`config.mk`:
```
export PLATFORM = sky130hd
export DESIGN_NAME = wb_bist_master_flat
export DESIGN_NICKNAME = d
export VERILOG_FILES = /design/src/rtl/wb_bist_master_if.sv /design/src/rtl/wb_bist_master.sv /design/src/flat_wrapper.sv
export SDC_FILE = /design/constraint.sdc
export NUM_CORES = 1
export LEC_CHECK = 0
export BUFFER_PORTS_ARGS = -buffer_cell sky130_fd_sc_hd__buf_2
export CORE_ASPECT_RATIO = 0.9
export CORE_MARGIN = 2
export CORE_UTILIZATION = 60
export DETAILED_ROUTE_END_ITERATION = 10
export GPL_TIMING_DRIVEN = 0
export MAX_ROUTING_LAYER = met4
export PLACE_DENSITY_LB_ADDON = 0.15
export SLEW_MARGIN = 20
export SYNTH_ARGS = -nofsm -noshare
export SYNTH_HDL_FRONTEND = slang
export SYNTH_SLANG_ARGS = --single-unit
```
`constraint.sdc`:
```
create_clock -name wb_clk_i -period 9.1 [get_ports wb_clk_i]
set_input_delay 0 -clock wb_clk_i [delete_from_list [all_inputs] [get_ports wb_clk_i]]
set_output_delay 0 -clock wb_clk_i [all_outputs]
set_load 0.05 [all_outputs]
```
`src/rtl/wb_bist_master_if.sv`:
```
// Wishbone classic bus bundle between the BIST master and the memory under test.
interface wb_bist_master_if #(
   parameter int APP_AW = 26,
   parameter int dw     = 32
);
   logic              wb_cyc_o;
   logic              wb_stb_o;
   logic              wb_we_o;
   logic [APP_AW-1:0] wb_addr_o;
   logic [dw-1:0]     wb_dat_o;
   logic [dw/8-1:0]   wb_sel_o;
   logic [2:0]        wb_cti_o;
   logic              wb_ack_i;
   logic [dw-1:0]     wb_dat_i;

   modport master (
      output wb_cyc_o, wb_stb_o, wb_we_o, wb_addr_o, wb_dat_o, wb_sel_o, wb_cti_o,
      input  wb_ack_i, wb_dat_i
   );

   modport slave (
      input  wb_cyc_o, wb_stb_o, wb_we_o, wb_addr_o, wb_dat_o, wb_sel_o, wb_cti_o,
      output wb_ack_i, wb_dat_i
   );
endinterface

```
`src/rtl/wb_bist_master.sv`:
```
// Wishbone classic memory BIST master: writes a pattern over cfg_len words, then reads back and compares.
// Optional ack-timeout watchdog is built when WB_BIST_TIMEOUT_EN is defined.
module wb_bist_master #(
   parameter int APP_AW = 26,
   parameter int dw     = 32,
   parameter int TMO_W  = 8
) (
   input  logic              wb_clk_i,
   input  logic              reset_n,
   input  logic              start,
   input  logic [APP_AW-1:0] cfg_base_addr,
   input  logic [15:0]       cfg_len,
   input  logic [1:0]        cfg_pattern,
   input  logic [31:0]       cfg_seed,
   wb_bist_master_if.master  wb,
   output logic              busy,
   output logic              done,
   output logic              pass_fail,
   output logic [15:0]       err_count,
   output logic [APP_AW-1:0] first_err_addr
);
   typedef enum logic [2:0] {
      IDLE   = 3'd0,
      WR_REQ = 3'd1,
      WR_GAP = 3'd2,
      RD_REQ = 3'd3,
      RD_GAP = 3'd4,
      FIN    = 3'd5
   } state_t;

   localparam logic [APP_AW-1:0] ADDR_STEP  = APP_AW'(3'd4);
   localparam logic [APP_AW-1:0] ALIGN_MASK = ~APP_AW'(2'd3);

   // Galois form of x^32+x^22+x^2+x+1, shifting right
   function automatic logic [31:0] lfsr_step(input logic [31:0] l);
      return l[0] ? ((l >> 1) ^ 32'h8020_0003) : (l >> 1);
   endfunction

   function automatic logic [dw-1:0] pat_word(input logic [1:0] p, input logic [APP_AW-1:0] a,
                                              input logic odd, input logic [31:0] l);
      logic [31:0] w;
      case (p)
         2'b00:   w = 32'(a);
         2'b01:   w = odd ? 32'hAAAA_5555 : 32'h5555_AAAA;
         2'b10:   w = 32'hFFFF_FFFF;
         default: w = l;
      endcase
      return dw'(w);
   endfunction

   state_t            state_q, state_d;
   logic [APP_AW-1:0] base_q, base_d, addr_q, addr_d, ferr_q, ferr_d;
   logic [15:0]       len_q, len_d, idx_q, idx_d, err_q, err_d;
   logic [1:0]        pat_q, pat_d;
   logic [31:0]       seed_q, seed_d, lfsr_q, lfsr_d;
   logic [dw-1:0]     dat_q, dat_d;
   logic [dw/8-1:0]   sel_q, sel_d;
   logic              cyc_q, cyc_d, we_q, we_d;
   logic              busy_q, busy_d, done_q, done_d, pass_q, pass_d;

   logic [APP_AW-1:0] addr_n_s, base_s;
   logic [15:0]       idx_n_s;
   logic [31:0]       lfsr_n_s, seed_s;
   logic              last_s;
`ifdef WB_BIST_TIMEOUT_EN
   logic [TMO_W-1:0]  tmo_q, tmo_d;
`endif

   // Next-state, datapath and bus-control decode
   always_comb begin
      state_d  = state_q;
      base_d   = base_q;
      addr_d   = addr_q;
      ferr_d   = ferr_q;
      len_d    = len_q;
      idx_d    = idx_q;
      err_d    = err_q;
      pat_d    = pat_q;
      seed_d   = seed_q;
      lfsr_d   = lfsr_q;
      dat_d    = dat_q;
      busy_d   = busy_q;
      done_d   = done_q;
      pass_d   = pass_q;
      base_s   = cfg_base_addr & ALIGN_MASK;
      seed_s   = (cfg_seed == 32'h0) ? 32'h1 : cfg_seed;
      addr_n_s = addr_q + ADDR_STEP;
      idx_n_s  = idx_q + 16'd1;
      lfsr_n_s = lfsr_step(lfsr_q);
      last_s   = (idx_n_s == len_q);
`ifdef WB_BIST_TIMEOUT_EN
      tmo_d    = {TMO_W{1'b0}};
`endif
      case (state_q)
         IDLE: begin
            if (start) begin
               base_d = base_s;
               addr_d = base_s;
               len_d  = cfg_len;
               pat_d  = cfg_pattern;
               seed_d = seed_s;
               lfsr_d = seed_s;
               idx_d  = 16'd0;
               dat_d  = pat_word(cfg_pattern, base_s, 1'b0, seed_s);
               err_d  = 16'd0;
               ferr_d = {APP_AW{1'b0}};
               done_d = 1'b0;
               if (cfg_len == 16'd0) begin
                  state_d = FIN;
                  busy_d  = 1'b0;
                  done_d  = 1'b1;
                  pass_d  = 1'b1;
               end else begin
                  state_d = WR_REQ;
                  busy_d  = 1'b1;
               end
            end else begin
               state_d = IDLE;
            end
         end
         WR_REQ: begin
            if (wb.wb_ack_i) begin
               if (last_s) begin
                  state_d = RD_GAP;
                  addr_d  = base_q;
                  idx_d   = 16'd0;
                  lfsr_d  = seed_q;
                  dat_d   = pat_word(pat_q, base_q, 1'b0, seed_q);
               end else begin
                  state_d = WR_GAP;
                  addr_d  = addr_n_s;
                  idx_d   = idx_n_s;
                  lfsr_d  = lfsr_n_s;
                  dat_d   = pat_word(pat_q, addr_n_s, idx_n_s[0], lfsr_n_s);
               end
            end else begin
               state_d = WR_REQ;
            end
         end
         WR_GAP: state_d = WR_REQ;
         RD_REQ: begin
            if (wb.wb_ack_i) begin
               // dat_q still holds the expected word for the address on the bus
               if (wb.wb_dat_i != dat_q) begin
                  err_d  = (err_q != 16'hFFFF) ? (err_q + 16'd1) : err_q;
                  ferr_d = (err_q == 16'd0) ? addr_q : ferr_q;
               end else begin
                  err_d  = err_q;
               end
               if (last_s) begin
                  state_d = FIN;
                  busy_d  = 1'b0;
                  done_d  = 1'b1;
                  pass_d  = (err_d == 16'd0);
               end else begin
                  state_d = RD_GAP;
                  addr_d  = addr_n_s;
                  idx_d   = idx_n_s;
                  lfsr_d  = lfsr_n_s;
                  dat_d   = pat_word(pat_q, addr_n_s, idx_n_s[0], lfsr_n_s);
               end
            end else begin
               state_d = RD_REQ;
            end
         end
         RD_GAP:  state_d = RD_REQ;
         FIN:     state_d = IDLE;
         default: state_d = IDLE;
      endcase
`ifdef WB_BIST_TIMEOUT_EN
      if (((state_q == WR_REQ) || (state_q == RD_REQ)) && !wb.wb_ack_i) begin
         tmo_d = tmo_q + {{(TMO_W-1){1'b0}}, 1'b1};
         if (tmo_d == {TMO_W{1'b1}}) begin
            state_d = FIN;
            busy_d  = 1'b0;
            done_d  = 1'b1;
            pass_d  = 1'b0;
            err_d   = 16'hFFFF;
            ferr_d  = addr_q;
            tmo_d   = {TMO_W{1'b0}};
         end else begin
            state_d = state_q;
         end
      end else begin
         tmo_d = {TMO_W{1'b0}};
      end
`endif
      cyc_d = (state_d == WR_REQ) || (state_d == RD_REQ);
      we_d  = (state_d == WR_REQ);
      sel_d = cyc_d ? {(dw/8){1'b1}} : {(dw/8){1'b0}};
   end

   // State and output registers
   always_ff @(posedge wb_clk_i or negedge reset_n) begin
      if (!reset_n) begin
         state_q <= IDLE;
         base_q  <= {APP_AW{1'b0}};
         addr_q  <= {APP_AW{1'b0}};
         ferr_q  <= {APP_AW{1'b0}};
         len_q   <= 16'd0;
         idx_q   <= 16'd0;
         err_q   <= 16'd0;
         pat_q   <= 2'b00;
         seed_q  <= 32'h0;
         lfsr_q  <= 32'h0;
         dat_q   <= {dw{1'b0}};
         sel_q   <= {(dw/8){1'b0}};
         cyc_q   <= 1'b0;
         we_q    <= 1'b0;
         busy_q  <= 1'b0;
         done_q  <= 1'b0;
         pass_q  <= 1'b0;
`ifdef WB_BIST_TIMEOUT_EN
         tmo_q   <= {TMO_W{1'b0}};
`endif
      end else begin
         state_q <= state_d;
         base_q  <= base_d;
         addr_q  <= addr_d;
         ferr_q  <= ferr_d;
         len_q   <= len_d;
         idx_q   <= idx_d;
         err_q   <= err_d;
         pat_q   <= pat_d;
         seed_q  <= seed_d;
         lfsr_q  <= lfsr_d;
         dat_q   <= dat_d;
         sel_q   <= sel_d;
         cyc_q   <= cyc_d;
         we_q    <= we_d;
         busy_q  <= busy_d;
         done_q  <= done_d;
         pass_q  <= pass_d;
`ifdef WB_BIST_TIMEOUT_EN
         tmo_q   <= tmo_d;
`endif
      end
   end

   assign wb.wb_cyc_o    = cyc_q;
   assign wb.wb_stb_o    = cyc_q;
   assign wb.wb_we_o     = we_q;
   assign wb.wb_addr_o   = addr_q;
   assign wb.wb_dat_o    = dat_q;
   assign wb.wb_sel_o    = sel_q;
   assign wb.wb_cti_o    = 3'b000;
   assign busy           = busy_q;
   assign done           = done_q;
   assign pass_fail      = pass_q;
   assign err_count      = err_q;
   assign first_err_addr = ferr_q;
endmodule

```
`src/flat_wrapper.sv`:
```
// flat-port wrapper written by rule: the top's interface ports become plain ports
module wb_bist_master_flat 
#(
   parameter int APP_AW = 26,
   parameter int dw     = 32,
   parameter int TMO_W  = 8
)
  (wb_clk_i, reset_n, start, cfg_base_addr, cfg_len, cfg_pattern, cfg_seed, busy, done, pass_fail, err_count, first_err_addr, wb_wb_cyc_o, wb_wb_stb_o, wb_wb_we_o, wb_wb_addr_o, wb_wb_dat_o, wb_wb_sel_o, wb_wb_cti_o, wb_wb_ack_i, wb_wb_dat_i);
  wb_bist_master_if #(.APP_AW(APP_AW), .dw(dw)) wb_i ();
  input  logic wb_clk_i;
  input  logic reset_n;
  input  logic start;
  input  logic [APP_AW-1:0] cfg_base_addr;
  input  logic [15:0] cfg_len;
  input  logic [1:0] cfg_pattern;
  input  logic [31:0] cfg_seed;
  output logic busy;
  output logic done;
  output logic pass_fail;
  output logic [15:0] err_count;
  output logic [APP_AW-1:0] first_err_addr;
  output wire logic [$bits(wb_i.wb_cyc_o)-1:0] wb_wb_cyc_o;
  output wire logic [$bits(wb_i.wb_stb_o)-1:0] wb_wb_stb_o;
  output wire logic [$bits(wb_i.wb_we_o)-1:0] wb_wb_we_o;
  output wire logic [$bits(wb_i.wb_addr_o)-1:0] wb_wb_addr_o;
  output wire logic [$bits(wb_i.wb_dat_o)-1:0] wb_wb_dat_o;
  output wire logic [$bits(wb_i.wb_sel_o)-1:0] wb_wb_sel_o;
  output wire logic [$bits(wb_i.wb_cti_o)-1:0] wb_wb_cti_o;
  input wire logic [$bits(wb_i.wb_ack_i)-1:0] wb_wb_ack_i;
  input wire logic [$bits(wb_i.wb_dat_i)-1:0] wb_wb_dat_i;
  assign wb_wb_cyc_o = wb_i.wb_cyc_o;
  assign wb_wb_stb_o = wb_i.wb_stb_o;
  assign wb_wb_we_o = wb_i.wb_we_o;
  assign wb_wb_addr_o = wb_i.wb_addr_o;
  assign wb_wb_dat_o = wb_i.wb_dat_o;
  assign wb_wb_sel_o = wb_i.wb_sel_o;
  assign wb_wb_cti_o = wb_i.wb_cti_o;
  assign wb_i.wb_ack_i = wb_wb_ack_i;
  assign wb_i.wb_dat_i = wb_wb_dat_i;
  wb_bist_master #(.APP_AW(APP_AW), .dw(dw), .TMO_W(TMO_W)) u_core (.wb_clk_i(wb_clk_i), .reset_n(reset_n), .start(start), .cfg_base_addr(cfg_base_addr), .cfg_len(cfg_len), .cfg_pattern(cfg_pattern), .cfg_seed(cfg_seed), .wb(wb_i), .busy(busy), .done(done), .pass_fail(pass_fail), .err_count(err_count), .first_err_addr(first_err_addr));
endmodule
```
==> summary.md <==
| Metric | Value |
|---|---|
| Xor and xnor area share after synthesis | 0.0512 |
| Total GRT Usage | 0.473 |
| Critical path fanouts, max | 10 |
| Area of the multi-input gates | 7260 sq um |
| Clock Pin Slew Worst Setup and Hold Paths | 70 ps |
| Peak VDD IR | 0.288 mV |
| Clock latency at the later pin of the worst-skew pair | around 540 ps |
| I/O pin count | around 230 |
| Synth Area in Adders | 0.0101 |
| # diodes | 0 |
| Simple-gate share of the synthesized area | 0.227 |
| Fmax | 0.229 GHz |
| PwrDens | about 380 nW/um^2 |
| Port-buffer cells | 215 |
| Top-count cell post-synth | nand2_1 |
| Synth area leaders | dfrtp_1, nand2_1, mux2i_1 |
| Fraction of layout cells with a size suffix above 1 | 0.162 |
| Ys async rst share | 1.00 |
| Layout net count | 2112 |
| Post-route DRC | 0 |
| Final Hold Vio Count | 0 |
| Logic pwr share | 0.548 |
| Run status | complete, no violations |
| WL/cell | 24.0 um |
| Die area | approximately 24000 sq um |
| CTS tree | yes |
| ANT nets after route | 0 |
| Largest family of logic cells by synthesized area | simple AND/OR/NAND/NOR gates |
| Number of enable flip-flop cells after synthesis | 0 |
| Initial DRC count | 2300 |
| LEAKAGE | 0.00758 uW |
| Final Cell Area | around 17000 sq um |
| Final cell count without fillers | approximately 2300 |
| Post-synth top area share | 0.413 |
| Worst setup SP type | flop |
| Syn avg cell area | between 8 and 9 sq um |
| Netlist cell types | 70 |
| Slew @ Worst Pin | about 1100 ps |
| Min Hold Slack | 224 ps |
| Post-synthesis compound-gate area fraction | 0.180 |
| Hold Crit Class | primary input to flop |
| H-tree depth | 1 |
| Unrepaired setup endpoints after global routing | no |
| Part of the Yosys area used for sequential elements | 0.413 |
| Routed WL | about 55000 um |
| First-pass GRT wire length | 84000 um |
| Clock tree buffer depth | 3 |
| Number of global-route vias before repair | between 10000 and 15000 |
| Req. time, crit path | between 9000 and 10000 ps |
| Total gr overflow | 0 |
| Clock root cell | clkbuf_16 |
| GPL Wtd Cong | ~1.0 |
| Setup-failing EPs final | 0 |
| Critical path type | flop to flop |
| # fillers | ~1700 |
| Seq pwr share | 0.288 |
| Mux cell area share after synthesis | 0.0598 |
| WP data arrival | 4750 ps |
| Die W | 163 um |
| Reg area | 5660 sq um |
| Area Growth Syn to Fin | 23.1% |
| Dpl cell area | around 15000 sq um |
| Post-Route Setup TNS | 0 ps |
| Crit path time final | 4380 ps |
| CTS Buf Count | 25 |
| Cell taking the most area after synthesis | dfrtp_1 |
| Cell-internal power | 3100 uW |
| CTS sink cnt | 226 |
| Vias | 15157 |
| Site Rows | 52 |
| 1st-pass router iterations | 6 |
| Cell count after placement | 2180 |
| Die Y | about 150 um |
| Gate Count Post-Synth | 1660 |
| Synth Register Bits | 226 |
| Place WS | 4860 ps |
| Switching share of power | 0.523 |
| Core Box Area | 22400 sq um |
| Drt via density | 6.58 |
| Relative slew slack | 0.268 |
| Post-Syn Area | 13700 sq um |
| Crit path capture type | flop |
| Period utilisation layout | 0.481 |
| Main synth FF type | dfrtp_1 |
| DP Wirelength | 38800 um |
| Commonest cells post-synth | nand2_1, dfrtp_1, nor2_1, o21ai_0, a21oi_1 |
| Max_cap viols | 0 |
| Switching power | 3390 uW |
| Clock power share | 0.165 |
| Clock Skew | 19.1 ps |
| Pin count of the biggest net entering global routing | 95 |
| Worst Slack Setup Final | 4720 ps |
| Initial Utilization | 0.610 |
| Initial antenna violation count | 0 |
| Max-slew violations | 0 |
| Syn. warnings | 0 |
[worst max-delay path: stages (launching register included)]
cell and delay [ps]:
dfrtp_1 350, buf_2 210, nand3_1 110, buf_2 210
nor4_2 460, xnor2_1 180, a2111o_1 190, nor4_2 80
a221oi_1 830, clkbuf_1 690, clkbuf_1 710, o21ai_0 180
[final cells by class]
class,instances,area share
Buffer,136,0.0373
Clock buffer,38,0.0430
Clock inverter,6,0.00661
Inverter,45,0.0100
Multi-Input combinational cell,1259,0.431
Sequential cell,226,0.335
Tap cell,297,0.0220
Timing Repair Buffer,296,0.115
[power by group through the flow]
stage	registers (uW)	clock network (uW)	logic [uW]
finish	1870	1070	3550
global route	1890	1100	3750
CTS	1840	1050	3420
detailed placement	1850	0	3370
global placement	1840	0	3310
floorplan	2370	0	1720
[registers in the layout (all words and copies together), names as in the netlist]
register / flops
u_core.first_err_addr: 24
u_core.pass_fail: 1
u_core.state_q: 3
u_core.seed_q: 32
u_core.err_count: 16
u_core.wb.wb_we_o: 1
u_core.wb.wb_sel_o: 1
u_core.done: 1
u_core.idx_q: 16
u_core.pat_q: 2
u_core.busy: 1
u_core.wb.wb_dat_o: 32
u_core.wb.wb_addr_o: 24
u_core.lfsr_q: 32
u_core.len_q: 16
u_core.base_q: 24
[cells by family after synthesis]
logic type | Yosys count
AND/OR/NAND/NOR | 685
AO/OA/AOI/OAI | 397
flip-flops | 226
buffers and inverters | 181
XOR/XNOR | 80
multiplexers | 79
adder cells (fa/ha/maj) | 11
other | 1
[metrics by stage]
| stage | util | power [uW] |
|---|---|---|
| final | 0.751 | 6490 |
| after detailed placement | 0.679 | 5210 |
| after floorplan | - | 4100 |
| after CTS | 0.751 | 6310 |
| after global routing | 0.751 | 6740 |
| after global placement | 0.675 | 5150 |
[placed cells by master (no fill, tap or decap), types with 21 or more instances in the layout]
| cell | count |
|---|---|
| nand2_1 | 356 |
| buf_2 | 234 |
| dfrtp_1 | 226 |
| nor2_1 | 110 |
| o21ai_0 | 107 |
| a21oi_1 | 105 |
| clkbuf_1 | 94 |
| dlygate4sd3_1 | 79 |
| xnor2_1 | 60 |
| mux2i_1 | 57 |
| nand3_1 | 56 |
| inv_1 | 45 |
| a31oi_1 | 36 |
| nor3_1 | 28 |
| nand2b_1 | 25 |
| clkbuf_16 | 25 |
| nor4_1 | 24 |
| a211oi_1 | 24 |
| nand4_1 | 23 |
| a21o_1 | 22 |
| buf_4 | 21 |
[metal layers]
metal  global-route usage  part of all wire  up-vias
li1                     -                 -     6433
met1                0.589              0.36     7207
met2                0.728              0.46     1249
met3               0.0999              0.12      268
met4                0.246             0.063        0
met5                    -                 0        -
[worst paths after layout]
| path | start | to | cells past startpoint | slack (ps) |
|---|---|---|---|---|
| setup reg to reg | u_core.idx_q[0]$_DFFE_PN0P_ | u_core.lfsr_q[23]$_DFFE_PN0P_ | 11 | 4720 |
| hold reg to reg | u_core.seed_q[13]$_DFFE_PN0P_ | u_core.seed_q[13]$_DFFE_PN0P_ | 2 | 470 |
| min in group asynchronous | reset_n | u_core.idx_q[4]$_DFFE_PN0P_ | 3 | 550 |
| max in group asynchronous | reset_n | u_core.wb.wb_dat_o[10]$_DFFE_PN0P_ | 5 | 7290 |
| setup / recovery | u_core.idx_q[0]$_DFFE_PN0P_ | u_core.lfsr_q[23]$_DFFE_PN0P_ | 11 | 4720 |
| hold / removal | cfg_len[9] | u_core.len_q[9]$_DFFE_PN0P_ | 4 | 220 |
[what timing repair did]
item	4_1_cts	5_1_grt
gates resized for setup	0	0
buffers inserted	0	0
hold buffers	79	0
endpoints found under the hold margin	286	0
Note: power is estimated with default switching activity, not from simulation.
